`config.mk`:
```
export PLATFORM = sky130hd
export DESIGN_NAME = fm_arbiter
export DESIGN_NICKNAME = d
export VERILOG_FILES = /design/src/rtl/snn_interfaces_pkg.sv /design/src/rtl/fm_arbiter_addr_gen.sv /design/src/rtl/fm_arbiter.sv
export SDC_FILE = /design/constraint.sdc
export NUM_CORES = 1
export LEC_CHECK = 0
export BUFFER_PORTS_ARGS = -buffer_cell sky130_fd_sc_hd__buf_2
export CAP_MARGIN = 15
export CORE_UTILIZATION = 40
export CTS_BUF_LIST = sky130_fd_sc_hd__clkbuf_16
export DETAILED_ROUTE_END_ITERATION = 7
export GPL_ROUTABILITY_DRIVEN = 0
export PLACE_DENSITY = 0.71
export RECOVER_POWER = 50
export REMOVE_ABC_BUFFERS = 1
export SLEW_MARGIN = 20
export SYNTH_ARGS = -nofsm -noshare
export SYNTH_HDL_FRONTEND = slang
export SYNTH_SLANG_ARGS = --single-unit
```
`constraint.sdc`:
```
create_clock -name clk -period 3 [get_ports clk]
set_input_delay 0.15 -clock clk [delete_from_list [all_inputs] [get_ports clk]]
set_output_delay 0.15 -clock clk [all_outputs]
set_load 0.1 [all_outputs]
```
`src/rtl/snn_interfaces_pkg.sv`:
```
// Shared SNN types: coordinates, packed feature-map words and the
// feature-map arbiter state encoding.
package snn_interfaces_pkg;

    localparam int DEFAULT_COORD_BITS  = 8;
    localparam int DEFAULT_CHANNELS    = 4;
    localparam int DEFAULT_NEURON_BITS = 8;

    typedef struct packed {
        logic [DEFAULT_COORD_BITS-1:0] y;
        logic [DEFAULT_COORD_BITS-1:0] x;
    } vec2_t;

    // Channel 0 sits in the least significant slice.
    typedef logic [DEFAULT_CHANNELS-1:0][DEFAULT_NEURON_BITS-1:0] feature_map_t;

    typedef enum logic [2:0] {
        IDLE,
        RD_ISSUE,
        RD_CAPTURE,
        RD_DONE,
        WR_ISSUE
    } fm_state_t;

endpackage

```
`src/rtl/fm_arbiter_addr_gen.sv`:
```
// Coordinate to linear feature-map address, with a range check against
// the image dimensions.
module fm_addr_gen #(
    parameter int COORD_BITS = 8,
    parameter int IMG_WIDTH  = 32,
    parameter int IMG_HEIGHT = 32,
    localparam int ADDR_BITS = $clog2(IMG_WIDTH * IMG_HEIGHT)
) (
    input  logic [COORD_BITS-1:0] x_i,
    input  logic [COORD_BITS-1:0] y_i,
    output logic [ADDR_BITS-1:0]  addr_o,
    output logic                  oob_o
);

    logic [31:0] x_w;
    logic [31:0] y_w;

    assign x_w    = 32'(x_i);
    assign y_w    = 32'(y_i);
    assign oob_o  = (x_w >= 32'(IMG_WIDTH)) || (y_w >= 32'(IMG_HEIGHT));
    assign addr_o = ADDR_BITS'(y_w * 32'(IMG_WIDTH) + x_w);

endmodule

```
`src/rtl/fm_arbiter.sv`:
```
// Round-robin arbiter between one read and one write port onto a single
// feature-map memory. Optional counters enabled by FM_ARBITER_STATS_EN.
module fm_arbiter
    import snn_interfaces_pkg::*;
#(
    parameter int COORD_BITS       = DEFAULT_COORD_BITS,
    parameter int CHANNELS         = DEFAULT_CHANNELS,
    parameter int BITS_PER_CHANNEL = DEFAULT_NEURON_BITS,
    parameter int IMG_WIDTH        = 32,
    parameter int IMG_HEIGHT       = 32,
    localparam int ADDR_BITS       = $clog2(IMG_WIDTH * IMG_HEIGHT),
    localparam int WORD_BITS       = CHANNELS * BITS_PER_CHANNEL
) (
    input  logic                 clk,
    input  logic                 rst,
    input  vec2_t                coord_get,
    input  logic                 read_req,
    output feature_map_t         data_out,
    output logic                 read_ready,
    input  vec2_t                coord_wtr,
    input  feature_map_t         data_in,
    input  logic                 write_req,
    output logic                 write_ready,
    output logic                 mem_en,
    output logic                 mem_we,
    output logic [ADDR_BITS-1:0] mem_addr,
    output logic [WORD_BITS-1:0] mem_wdata,
    input  logic [WORD_BITS-1:0] mem_rdata,
    output logic                 oob_err
`ifdef FM_ARBITER_STATS_EN
    ,
    output logic [31:0]          stat_reads,
    output logic [31:0]          stat_writes,
    output logic [31:0]          stat_conflicts
`endif
);

    fm_state_t             state_q;
    logic                  last_grant_q;   // 1 = write was granted last
    logic                  oob_q;
    feature_map_t          data_out_q;
    logic                  read_ready_q;
    logic                  write_ready_q;
    logic                  mem_en_q;
    logic                  mem_we_q;
    logic [ADDR_BITS-1:0]  mem_addr_q;
    logic [WORD_BITS-1:0]  mem_wdata_q;
    logic                  oob_err_q;

    logic                  grant_wr_d;
    logic                  grant_rd_d;
    vec2_t                 sel_coord_d;
    logic [ADDR_BITS-1:0]  sel_addr_d;
    logic                  sel_oob_d;

    assign grant_wr_d  = write_req && (!read_req || !last_grant_q);
    assign grant_rd_d  = read_req && !grant_wr_d;
    assign sel_coord_d = grant_wr_d ? coord_wtr : coord_get;

    fm_addr_gen #(
        .COORD_BITS (COORD_BITS),
        .IMG_WIDTH  (IMG_WIDTH),
        .IMG_HEIGHT (IMG_HEIGHT)
    ) u_addr_gen (
        .x_i    (sel_coord_d.x),
        .y_i    (sel_coord_d.y),
        .addr_o (sel_addr_d),
        .oob_o  (sel_oob_d)
    );

    always_ff @(posedge clk or posedge rst) begin
        if (rst) begin
            state_q       <= IDLE;
            last_grant_q  <= 1'b1;
            oob_q         <= 1'b0;
            data_out_q    <= '0;
            read_ready_q  <= 1'b0;
            write_ready_q <= 1'b0;
            mem_en_q      <= 1'b0;
            mem_we_q      <= 1'b0;
            mem_addr_q    <= '0;
            mem_wdata_q   <= '0;
            oob_err_q     <= 1'b0;
        end else begin
            // Strobes are single-cycle unless a state re-asserts them.
            read_ready_q  <= 1'b0;
            write_ready_q <= 1'b0;
            mem_en_q      <= 1'b0;
            mem_we_q      <= 1'b0;
            oob_err_q     <= 1'b0;
            case (state_q)
                IDLE: begin
                    if (grant_wr_d) begin
                        state_q       <= WR_ISSUE;
                        last_grant_q  <= 1'b1;
                        oob_q         <= sel_oob_d;
                        mem_addr_q    <= sel_addr_d;
                        mem_en_q      <= !sel_oob_d;
                        mem_we_q      <= !sel_oob_d;
                        write_ready_q <= 1'b1;
                        oob_err_q     <= sel_oob_d;
                        if (!sel_oob_d) begin
                            mem_wdata_q <= WORD_BITS'(data_in);
                        end
                    end else if (grant_rd_d) begin
                        state_q      <= RD_ISSUE;
                        last_grant_q <= 1'b0;
                        oob_q        <= sel_oob_d;
                        mem_addr_q   <= sel_addr_d;
                        mem_en_q     <= !sel_oob_d;
                    end
                end
                RD_ISSUE: begin
                    state_q <= RD_CAPTURE;
                end
                RD_CAPTURE: begin
                    state_q      <= RD_DONE;
                    data_out_q   <= oob_q ? '0 : feature_map_t'(mem_rdata);
                    read_ready_q <= 1'b1;
                    oob_err_q    <= oob_q;
                end
                RD_DONE: begin
                    state_q <= IDLE;
                end
                WR_ISSUE: begin
                    state_q <= IDLE;
                end
                default: begin
                    state_q <= IDLE;
                end
            endcase
        end
    end

    assign data_out    = data_out_q;
    assign read_ready  = read_ready_q;
    assign write_ready = write_ready_q;
    assign mem_en      = mem_en_q;
    assign mem_we      = mem_we_q;
    assign mem_addr    = mem_addr_q;
    assign mem_wdata   = mem_wdata_q;
    assign oob_err     = oob_err_q;

`ifdef FM_ARBITER_STATS_EN
    logic [31:0] stat_reads_q;
    logic [31:0] stat_writes_q;
    logic [31:0] stat_conflicts_q;

    always_ff @(posedge clk or posedge rst) begin
        if (rst) begin
            stat_reads_q     <= '0;
            stat_writes_q    <= '0;
            stat_conflicts_q <= '0;
        end else begin
            if (state_q == RD_DONE && stat_reads_q != '1) begin
                stat_reads_q <= stat_reads_q + 32'd1;
            end
            if (state_q == WR_ISSUE && stat_writes_q != '1) begin
                stat_writes_q <= stat_writes_q + 32'd1;
            end
            if (state_q == IDLE && read_req && write_req && stat_conflicts_q != '1) begin
                stat_conflicts_q <= stat_conflicts_q + 32'd1;
            end
        end
    end

    assign stat_reads     = stat_reads_q;
    assign stat_writes    = stat_writes_q;
    assign stat_conflicts = stat_conflicts_q;
`endif

endmodule
```
==> impl_metrics.ini <==
[setup_path]
end_kind = flip-flop
path_cells = a21boi_2 > buf_4 > mux2_2 > ha_1 > nor2b_1 > or4_1 > a31oi_1
r2r_cells = 7
path_class = flip-flop to flip-flop
crit_start = last_grant_q
slowest_delay_ns = 0.49
critical_path_required_ns = 3.24
worstSetupPathDepth = 7
crit_buf_inv = 1
worst_path_max_delay_cell = or4_1
crit_path_end = mem_addr[8]
crit_fanout = 9
cp.arrival_ns = 2.78
startpoint_type = flip-flop
worstReg2RegEnd = mem_addr[8]
reg2reg_slack_ns = 0.46
crit_family = simple AND/OR/NAND/NOR gates
rr_startpoint = last_grant_q

[die]
die_area_um2 = 9570
fp.coreArea_um2 = 8810
die_w_um = 97.8
io-pin-count = 179
initial_core_util = 0.417
die_height_um = 97.8
rows = 34

[layout]
layout.area.seq_um2 = 2100
fill_cells = 792
postLayoutCellArea_um2 = 4870
fin_nets = 587
multi_input_area_um2 = 1480
drive_gt1_frac = 0.422
area_growth_syn_to_layout_pct = 32.7
finish.utilization = 0.554
finalNonFillerCells = 596
n_antenna_cell = 0

[placed_design]
dp.cells = 580
port_buffers = 178
place_hpwl_um = 5980
post_dp_cell_area_um2 = 4650

[yosys]
synthXorXnorAreaFrac = 0.00477
yosysWarnings = 0
syn_inst = 305
synthMuxAreaShare = 0.162
async_reset_ff_frac = 1.00
ys_ff_latch = 84
yosys.area_share.adder = 0.0157
synth_common_cells = 83 x dfrtp_1, 47 x nand2_1, 38 x o21ai_0, 33 x nand2b_1, 29 x mux2_4
yosysMostFrequentCell = dfrtp_1
synth_compound_area_frac = 0.0780
ys.flop_type = dfrtp_1
synthTopCellsByArea = dfrtp_1 57%, mux2_4 12%, nand2b_1 5.6%, o21ai_0 5.2%, nand2_1 4.8%
synth-seq-area-share = 0.573
synth_top_area_frac = 0.565
synth_top_family_by_area = multiplexers
syn_area_per_cell_um2 = 12.0
synth.distinct_cells = 37
syn_area_um2 = 3670
yosys.area.top_type = dfrtp_1
synth_edf_count = 0
yosys.area_share.simple = 0.142

[global_route]
grt_pass1_wl_um = 13300
antenna_found_initial = 0
grt_start_max_net_pins = 85
grt_overflow_total = 0
grt.total_usage = 0.178
grt_pass1_vias = 2746

[sta]
post-route-period-util = 0.847
finalSetupTns_ns = 0
hold_violations = 0
period_needed_ns = 2.54
clock_skew_ns = 0.00825
maxSlewHeadroom = -0.340
report.final.slew_viol_count = 85
setup_viol = 0
worstMarginPinSlew_ns = 2.01
rsz0062_at_grt = false
max_freq_mhz = 394

[routing]
wl_per_cell_um = 13.7
dr.first_iter.drc_count = 101
antenna_left = 0
wl_um = 8150
drcViolationCount = 26
drtPass1Iterations = 6
num_vias = 2782
vias_per_cell = 4.67

[clock_network]
cts_num_sinks = 84
cts_resized = 0
cts_setup_buffers = 0
path_clk_slew_ns = 0.06
holdBufCountCts = 0
clock_latency_ns = 0.33
ctsHtreeMaxLevel = 3
cts_tree = built
cts_max_path_buffers = 2
cts-root-buf = clkbuf_16
cts_buffers = 9

[power]
total_power_w = 0.00459
ir_drop_mv = 0.549
power.leakage_nw = 2.58
p_per_area_nw_per_um2 = 943

[run_status]
violations = design-rule violations, max-capacitance violations, max-slew violations
status = complete, but fails checks

[min_path]
min_path_type = input port to flip-flop

[job]
max_cap_violations = 1
worst min-delay path by stage:
stage / startpoint / to / depth (start not counted)
global route: data_in[2] / mem_wdata[2] / 2
global placement: data_in[2] / mem_wdata[2] / 2
detailed placement: data_in[2] / mem_wdata[2] / 2
CTS: data_in[2] / mem_wdata[2] / 2
finish: data_in[2] / mem_wdata[2] / 2
floorplan: data_in[0] / mem_wdata[0] / 1
report_power, final:
| part | switching (W) | leakage (nW) | internal (W) |
|---|---|---|---|
| registers | 0.000126 | 1.13 | 0.00134 |
| clock network | 0.000432 | 0.130 | 0.000556 |
| logic | 0.00175 | 1.32 | 0.000390 |
| total | 0.00231 | 2.58 | 0.00229 |
worst reg2reg max path: stages, from the launching register on:
cell	delay, ns
dfstp_1	0.39
a21boi_2	0.32
buf_4	0.24
mux2_2	0.36
ha_1	0.33
nor2b_1	0.15
or4_1	0.49
a31oi_1	0.18
layout make-up:
cell class,count,area share
clock buffer,9,0.0462
clock inverter,7,0.00898
sequential,84,0.431
timing repair buffer,182,0.179
inverter,3,0.00257
tap,108,0.0277
multi-input combinational,203,0.304
cell usage in the layout (no fill, tap or decap), types with 2 or more instances in the layout:
cell	netlist	layout
a21oi_1	4	4
xnor2_1	2	2
mux2_4	29	29
clkbuf_16	0	9
or4_1	2	2
nor2b_1	2	2
inv_1	3	4
nor2_1	6	6
nor3_1	3	3
clkbuf_1	11	36
buf_4	0	3
mux2i_1	6	6
clkinvlp_4	0	3
and2_1	2	2
nand2b_1	33	33
dfrtp_1	83	83
o21ai_0	38	38
nand2_1	47	46
buf_2	1	142
mux2_2	9	9
ha_1	3	3
layer usage:
layer | vias to the layer above | wire [um] | GRT usage
met4 | 0 | 128 | 0.0746
met5 | - | 0 | 0
met3 | 10 | 479 | 0.0387
li1 | 1387 | - | -
met1 | 1277 | 3430 | 0.218
met2 | 108 | 4100 | 0.304
state kept, by name (all words and copies together), names as in the netlist:
name	cells
mem_en	1
mem_we	1
read_ready	1
mem_addr	10
data_out	32
mem_wdata	32
oob_q	1
state_q	3
oob_err	1
last_grant_q	1
write_ready	1
logic make-up (layout without fill, tap and decap cells):
| logic type | count (synthesis) | in the layout |
|---|---|---|
| and+or+nand+nor | 101 | 101 |
| DFF | 84 | 84 |
| AOI/OAI and AO/OA | 52 | 52 |
| muxes | 44 | 44 |
| buffers and inverters | 18 | 201 |
| adders and majority gates | 4 | 4 |
| xor gates and xnor gates | 2 | 2 |
metrics by stage:
stage,hold slack (ns),worst slack [ns]
5_1_grt,0.0318,0.317
3_5_place_dp,0.384,0.468
4_1_cts,0.0375,0.461
3_3_place_gp,0.383,0.571
6_report,0.0487,0.460
2_1_floorplan,0.299,0.418
Note: power is estimated with default switching activity, not from simulation.
